$ cat src/rtl/pipe_unpack_pkg.sv
// rtl/pipe_unpack_pkg.sv - shared constants, state encoding and lane-count helpers for the pipe width converters
//
// Package pipe_pkg, shared by the receive-side unpacker and the send-side packer.
//   PIPE_W_DATA / PIPE_W_OUT : default word and lane widths
//   pipe_state_e             : ST_IDLE / ST_SHIFT
//   lane_ratio()             : lanes per word
//   clamp_count()            : maps a final-word lane count onto 1..ratio
package pipe_pkg;

  localparam int PIPE_W_DATA = 32;
  localparam int PIPE_W_OUT  = 8;

  typedef enum logic {
    ST_IDLE  = 1'b0,
    ST_SHIFT = 1'b1
  } pipe_state_e;

  function automatic int lane_ratio(input int w_data, input int w_out);
    return w_data / w_out;
  endfunction

  // A zero count or a count beyond the word width both mean "whole word".
  function automatic int clamp_count(input int cnt, input int ratio);
    if (cnt <= 0 || cnt > ratio) return ratio;
    return cnt;
  endfunction

endpackage

$ cat src/rtl/pipe_unpack_if.sv
// rtl/pipe_unpack_if.sv - wide-in / lane-out valid/ready bundle for the unpacker
//
// Parameters: W_DATA (word width), W_OUT (lane width).
// Signals:
//   s_valid/s_ready/s_data/s_last/s_count : wide word input side
//   m_valid/m_ready/m_data/m_last         : lane output side
// Modports:
//   slave  : the unpacker's view (consumes words, produces lanes)
//   master : the environment's view (produces words, consumes lanes)
interface pipe_unpack_if
  import pipe_pkg::*;
#(
  parameter int W_DATA = PIPE_W_DATA,
  parameter int W_OUT  = PIPE_W_OUT
);
  localparam int RATIO = lane_ratio(W_DATA, W_OUT);
  localparam int W_CNT = $clog2(RATIO) + 1;

  logic              s_valid;
  logic              s_ready;
  logic [W_DATA-1:0] s_data;
  logic              s_last;
  logic [W_CNT-1:0]  s_count;
  logic              m_valid;
  logic              m_ready;
  logic [W_OUT-1:0]  m_data;
  logic              m_last;

  modport slave (
    input  s_valid, s_data, s_last, s_count, m_ready,
    output s_ready, m_valid, m_data, m_last
  );

  modport master (
    output s_valid, s_data, s_last, s_count, m_ready,
    input  s_ready, m_valid, m_data, m_last
  );

endinterface

$ cat src/rtl/pipe_lane_mux.sv
// rtl/pipe_lane_mux.sv - combinational lane select of a packed word by emission index
//
// Parameters: W_DATA, W_OUT, W_IDX.
// Ports:
//   word : packed word, lane 0 in the LSBs
//   idx  : emission index (0 = first lane emitted)
//   lane : selected lane
// Build option PIPE_UNPACK_MSB_FIRST_EN: emission index 0 maps to the top lane
// instead of lane 0, so partial words yield their top lanes, highest first.
module pipe_lane_mux #(
  parameter int W_DATA = 32,
  parameter int W_OUT  = 8,
  parameter int W_IDX  = 3
) (
  input  logic [W_DATA-1:0] word,
  input  logic [W_IDX-1:0]  idx,
  output logic [W_OUT-1:0]  lane
);
  localparam int RATIO = W_DATA / W_OUT;

  int sel;

  always_comb begin
`ifdef PIPE_UNPACK_MSB_FIRST_EN
    sel = RATIO - 1 - int'(idx);
`else
    sel = int'(idx);
`endif
    lane = '0;
    for (int i = 0; i < RATIO; i++) begin
      if (i == sel) lane = word[i*W_OUT +: W_OUT];
    end
  end

endmodule

$ cat src/rtl/pipe_unpack.sv
// rtl/pipe_unpack.sv - receive-side width converter, one W_DATA word out as W_OUT lanes
//
// Ports:
//   i_clk   : clock, rising edge
//   i_reset : synchronous active-high reset
//   bus     : pipe_unpack_if.slave (s_* word input, m_* lane output)
//   o_busy  : a word is held with lanes pending
//   o_err   : sticky, a final word arrived with count 0 or count > RATIO
// Build option PIPE_UNPACK_MSB_FIRST_EN: emit the highest lane first.
module pipe_unpack
  import pipe_pkg::*;
#(
  parameter int W_DATA = PIPE_W_DATA,
  parameter int W_OUT  = PIPE_W_OUT
) (
  input  logic         i_clk,
  input  logic         i_reset,
  pipe_unpack_if.slave bus,
  output logic         o_busy,
  output logic         o_err
);
  localparam int RATIO = lane_ratio(W_DATA, W_OUT);
  localparam int W_CNT = $clog2(RATIO) + 1;

  pipe_state_e       state_q, state_d;
  logic [W_CNT-1:0]  idx_q, idx_d;
  logic [W_CNT-1:0]  cnt_q, cnt_d;
  logic [W_DATA-1:0] word_q, word_d;
  logic              last_q, last_d;
  logic [W_OUT-1:0]  data_q, data_d;
  logic              mlast_q, mlast_d;
  logic              err_q, err_d;

  logic              final_lane, s_ready_c, accept, bad_cnt;
  logic [W_CNT-1:0]  in_cnt, idx_nxt, mux_idx;
  logic [W_DATA-1:0] mux_word;
  logic [W_OUT-1:0]  mux_lane;

  // The next lane is fetched a cycle early so m_data is a plain register:
  // either lane 0 of the incoming word or lane idx+1 of the held word.
  pipe_lane_mux #(.W_DATA(W_DATA), .W_OUT(W_OUT), .W_IDX(W_CNT)) u_mux (
    .word (mux_word),
    .idx  (mux_idx),
    .lane (mux_lane)
  );

  always_comb begin
    state_d = state_q;
    idx_d   = idx_q;
    cnt_d   = cnt_q;
    word_d  = word_q;
    last_d  = last_q;
    data_d  = data_q;
    mlast_d = mlast_q;
    err_d   = err_q;

    idx_nxt    = idx_q + W_CNT'(1);
    final_lane = (idx_q == cnt_q - W_CNT'(1));
    // Ready on the final-lane handshake lets the next word slide in without a bubble.
    s_ready_c  = !i_reset && ((state_q == ST_IDLE) ||
                              (final_lane && bus.m_ready));
    accept     = bus.s_valid && s_ready_c;
    in_cnt     = bus.s_last ? W_CNT'(clamp_count(int'(bus.s_count), RATIO)) : W_CNT'(RATIO);
    bad_cnt    = bus.s_last && ((bus.s_count == '0) || (int'(bus.s_count) > RATIO));
    mux_word   = accept ? bus.s_data : word_q;
    mux_idx    = accept ? '0 : idx_nxt;

    if (accept) begin
      state_d = ST_SHIFT;
      word_d  = bus.s_data;
      last_d  = bus.s_last;
      cnt_d   = in_cnt;
      idx_d   = '0;
      data_d  = mux_lane;
      mlast_d = bus.s_last && (in_cnt == W_CNT'(1));
      if (bad_cnt) err_d = 1'b1;
    end else if (state_q == ST_SHIFT && bus.m_ready) begin
      if (final_lane) begin
        state_d = ST_IDLE;
        data_d  = '0;
        mlast_d = 1'b0;
      end else begin
        idx_d   = idx_nxt;
        data_d  = mux_lane;
        mlast_d = last_q && (idx_nxt == cnt_q - W_CNT'(1));
      end
    end
  end

  always_ff @(posedge i_clk) begin
    if (i_reset) begin
      state_q <= ST_IDLE;
      idx_q   <= '0;
      cnt_q   <= '0;
      word_q  <= '0;
      last_q  <= 1'b0;
      data_q  <= '0;
      mlast_q <= 1'b0;
      err_q   <= 1'b0;
    end else begin
      state_q <= state_d;
      idx_q   <= idx_d;
      cnt_q   <= cnt_d;
      word_q  <= word_d;
      last_q  <= last_d;
      data_q  <= data_d;
      mlast_q <= mlast_d;
      err_q   <= err_d;
    end
  end

  assign bus.s_ready = s_ready_c;
  assign bus.m_valid = (state_q == ST_SHIFT);
  assign bus.m_data  = data_q;
  assign bus.m_last  = mlast_q;
  assign o_busy      = (state_q == ST_SHIFT);
  assign o_err       = err_q;

endmodule

$ cat src/flat_wrapper.sv
// flat-port wrapper written by rule: the top's interface ports become plain ports
module pipe_unpack_flat import pipe_pkg::*;
#(
  parameter int W_DATA = PIPE_W_DATA,
  parameter int W_OUT  = PIPE_W_OUT
)
  (i_clk, i_reset, o_busy, o_err, bus_s_valid, bus_s_data, bus_s_last, bus_s_count, bus_m_ready, bus_s_ready, bus_m_valid, bus_m_data, bus_m_last);
  pipe_unpack_if #(.W_DATA(W_DATA), .W_OUT(W_OUT)) bus_i ();
  input  logic i_clk;
  input  logic i_reset;
  output logic o_busy;
  output logic o_err;
  input wire logic [$bits(bus_i.s_valid)-1:0] bus_s_valid;
  input wire logic [$bits(bus_i.s_data)-1:0] bus_s_data;
  input wire logic [$bits(bus_i.s_last)-1:0] bus_s_last;
  input wire logic [$bits(bus_i.s_count)-1:0] bus_s_count;
  input wire logic [$bits(bus_i.m_ready)-1:0] bus_m_ready;
  output wire logic [$bits(bus_i.s_ready)-1:0] bus_s_ready;
  output wire logic [$bits(bus_i.m_valid)-1:0] bus_m_valid;
  output wire logic [$bits(bus_i.m_data)-1:0] bus_m_data;
  output wire logic [$bits(bus_i.m_last)-1:0] bus_m_last;
  assign bus_i.s_valid = bus_s_valid;
  assign bus_i.s_data = bus_s_data;
  assign bus_i.s_last = bus_s_last;
  assign bus_i.s_count = bus_s_count;
  assign bus_i.m_ready = bus_m_ready;
  assign bus_s_ready = bus_i.s_ready;
  assign bus_m_valid = bus_i.m_valid;
  assign bus_m_data = bus_i.m_data;
  assign bus_m_last = bus_i.m_last;
  pipe_unpack #(.W_DATA(W_DATA), .W_OUT(W_OUT)) u_core (.i_clk(i_clk), .i_reset(i_reset), .bus(bus_i), .o_busy(o_busy), .o_err(o_err));
endmodule
$ cat config.mk
export PLATFORM = sky130hd
export DESIGN_NAME = pipe_unpack_flat
export DESIGN_NICKNAME = d
export VERILOG_FILES = /design/src/rtl/pipe_unpack_pkg.sv /design/src/rtl/pipe_unpack_if.sv /design/src/rtl/pipe_lane_mux.sv /design/src/rtl/pipe_unpack.sv /design/src/flat_wrapper.sv
export SDC_FILE = /design/constraint.sdc
export NUM_CORES = 1
export LEC_CHECK = 0
export CORE_ASPECT_RATIO = 0.75
export CORE_MARGIN = 5
export CORE_UTILIZATION = 44
export DETAILED_ROUTE_END_ITERATION = 6
export PLACE_DENSITY = 0.75
export SLEW_MARGIN = 0
export SYNTH_ARGS = -nofsm -noshare
export SYNTH_HDL_FRONTEND = slang
export SYNTH_SLANG_ARGS = --single-unit
$ cat constraint.sdc
create_clock -name i_clk -period 2.15 [get_ports i_clk]
set_clock_uncertainty 0.05 [all_clocks]
set_input_delay 0.215 -clock i_clk [delete_from_list [all_inputs] [get_ports i_clk]]
set_output_delay 0.215 -clock i_clk [all_outputs]
set_load 0.005 [all_outputs]
==> results of run 1 <==
## cell usage in the layout, fill, tap and decap left out, types with 2 or more instances in the layout
| cell | count |
|---|---|
| nand3b_1 | 4 |
| mux2i_1 | 9 |
| nand2_2 | 9 |
| buf_6 | 3 |
| a21oi_1 | 33 |
| o211ai_1 | 9 |
| nor3b_1 | 2 |
| or3_1 | 2 |
| buf_4 | 21 |
| dfxtp_1 | 47 |
| o21ai_0 | 2 |
| clkbuf_8 | 5 |
| or2_2 | 2 |
| nand2b_1 | 3 |
| ha_1 | 2 |
| nand2_1 | 73 |
| nor2_1 | 8 |
| o221ai_1 | 7 |
| inv_1 | 3 |
| dfxtp_2 | 3 |
| inv_2 | 2 |
| nand3_1 | 2 |
| buf_12 | 2 |
| clkdlybuf4s50_1 | 51 |
| xnor2_1 | 7 |
| clkbuf_16 | 3 |
| nor3_1 | 6 |
## per-stage QoR
stage / hold slack, ns / setup TNS [ns] / utilization
final: 0.411 / 0 / 0.644
after global routing: 0.408 / -0.707 / 0.644
after CTS: 0.407 / 0 / 0.612
after detailed placement: 0.397 / -0.0789 / 0.592
after global placement: 0.391 / 0 / 0.592
after floorplan: 0.264 / 0 / -
## logic make-up after synthesis
family / Yosys count / share of synthesized area
compound gates: 60 / 0.171
xor+xnor: 9 / 0.0422
fa+ha+maj: 3 / 0.0169
buf+inv: 22 / 0.0546
flops: 50 / 0.450
mux: 9 / 0.0405
simple gates: 116 / 0.225
## where the power goes
part	internal, mW	switching (mW)	total, mW
Clock	0.224	0.291	0.514
Sequential	0.973	0.0283	1.00
Combinational	0.222	0.173	0.395
## registers in the layout, indices dropped and copies added (netlist names)
register            cells
u_core.bus.m_valid      1
u_core.bus.m_last       1
u_core.cnt_q            3
u_core.word_q          32
u_core.last_q           1
u_core.idx_q            3
u_core.bus.m_data       8
u_core.o_err            1
## layer usage
| metal | vias to the layer above | part of all wire |
|---|---|---|
| met3 | 8 | 0.072 |
| met5 | - | 0 |
| met2 | 73 | 0.46 |
| li1 | 1063 | - |
| met1 | 1003 | 0.45 |
| met4 | 0 | 0.011 |
## tightest hold or removal path: stages
cell	delay, ns
clkdlybuf4s50_1	0.40
nand2_1	0.06
a21oi_1	0.05
## cells in the mapped netlist, types with 2 or more instances
cell type  count  area, µm²
nand3b_1       4       30.0
dfxtp_1       50       1000
ha_1           3       37.5
nor3b_1        2       15.0
a21oi_1       33        165
nand3_1        2       10.0
nor3_1         6       30.0
inv_1          5       18.8
o221ai_1       7       61.3
buf_6          4       45.0
nand2b_1       3       18.8
o21ai_0        2       10.0
xnor2_1        7       61.3
nor2_1         8       30.0
or2_2          2       12.5
mux2i_1        9       90.1
or3_1          2       12.5
nand2_1       82        308
clkbuf_1       7       26.3
buf_2          4       20.0
o211ai_1       9       67.6
## layout make-up
type	count	area, µm²
Fill cell	441	1740
Sequential cell	50	1000
Timing Repair Buffer	81	826
Clock inverter	1	7.51
Clock buffer	6	72.6
Multi-Input combinational cell	197	1150
Tap cell	60	75.1
Inverter	5	18.8
## worst paths after layout
path | start | end | slack [ns] | cells past startpoint
worst max-delay path | u_core.cnt_q[1]$_SDFFE_PP0N_ | u_core.word_q[5]$_SDFF_PP0_ | 0.02 | 9
worst min-delay path | bus_s_data[18] | u_core.word_q[18]$_SDFF_PP0_ | 0.41 | 3
worst min register to register | u_core.word_q[14]$_SDFF_PP0_ | u_core.word_q[14]$_SDFF_PP0_ | 0.41 | 2
worst max register to register | u_core.cnt_q[1]$_SDFFE_PP0N_ | u_core.word_q[5]$_SDFF_PP0_ | 0.02 | 9
## timing repair
| item | in CTS | in global routing |
|---|---|---|
| resized for setup | 6 | 17 |
| pin swaps | 2 | 1 |
| hold buffers | 0 | 0 |
| endpoints found under the hold margin | 0 | 0 |
| gates cloned | 0 | 3 |
| buffers inserted | 1 | 4 |
| setup endpoints to repair | 32 | 43 |
==> impl_metrics.yaml, run 1 <==
outcome:
  outcome: "complete, no violations"
job:
  cap_violations: 0
timing:
  relSlewSlack: 0.704
  drv_slew: 0
  finalSetupViolations: 0
  fmax_mhz: 470
  layout_setup_ws_ns: 0.0225
  final_hold_viol_count: 0
  worst_slew_pin_slew_ns: 0.442
  period_share: 0.990
  period_needed_ns: 2.13
  rsz0062_at_grt: "true"
grt:
  grt_pass1_wl_um: 9430
  track_usage: 0.178
  use_met2: 0.282
  antenna_found_initial: 0
  grt.busiest_layer: "met2"
  met3_usage: 0.0462
  grt_pass1_vias: 2001
  grt_max_degree: 37
  grt.overflow.total: 0
  gr-usage-met1: 0.245
yosys:
  synth_edf_count: 0
  synth_fp_nets: 312
  syn_avg_cell_area_um2: 8.27
  yosysSeqAreaShare: 0.450
  async_flop_share: 0
  synth_area_um2: 2220
  ys_types: 39
  yosys_register_bits: 50
  ys.flop_type: "dfxtp_1"
  ys_warn_count: 0
  netlist_instances: 269
place:
  port_buffers: 52
  gp_routability_congestion: 0.806
  dpl.hpwl_um: 4100
  placed_cell_area_um2: 2900
  numPlacedInstances: 385
  dp_slack_ns: -0.0423
cells_and_area:
  drive_gt1_frac: 0.165
  area_delta_synth_final_pct: 41.9
  fin_cells: 400
  final_nets: 383
  final_area_um2: 3160
  antenna_cells: 0
floorplan:
  die_h_um: 71.6
  placementRows: 22
  ioPinCount: 53
  dieWidth_um: 92.1
  core_area_um2: 4900
  die_area_um2: 6590
  start_util: 0.454
power_and_ir_drop:
  power.density_nw_per_um2: 606
  irDropWorstVdd_mv: 0.351
  power_mw: 1.91
  p_leak_nw: 1.13
detailed_routing:
  routed_via_density: 5.37
  ant_nets: 0
  drt-pass1-iter-count: 4
  route.detailed.drc: 0
  routedWlPerCell_um: 15.2
  drtIter0Drc: 187
  vias: 2147
  wirelength_um: 6070
critical_path:
  cpLargestDelayFamily: "compound AO/OA/AOI/OAI gates"
  crit_chain: "inv_2 > ha_4 > xor3_1 > o41a_1 > buf_6 > or2_4 > clkbuf_16 > nand2_1 > a21oi_1"
  path_buf_inv: 3
  crit_fanout: 10
  critPathRequiredTime_ns: 2.29
  crit_type: "reg2reg"
  crit_path_start_kind: "register"
  slowest_stage: "o41a_1"
  worst_setup_path_end_kind: "register"
  max_stage_delay_ns: 0.41
  crit_arrival_ns: 2.26
clocking:
  clkTransAtPathRegs_ns: 0.09
  cts_root_buffer: "clkbuf_8"
  cts_htree_levels: 2
  clockBufferDepth: 2
  tritoncts: "done"
  cts_inserted_buffers: 5
  clk_latency_ns: 0.30
  cts.sinks: 50
min_path:
  worstHoldPathType: "in2reg"
(Power assumes the default switching activity.)
==> inputs of run 2 (changes only) <==
- CTS_CLUSTER_DIAMETER: not set -> 60
==> results of run 2 <==
No change in the layout: final DEF, timing and power equal those of run 1.
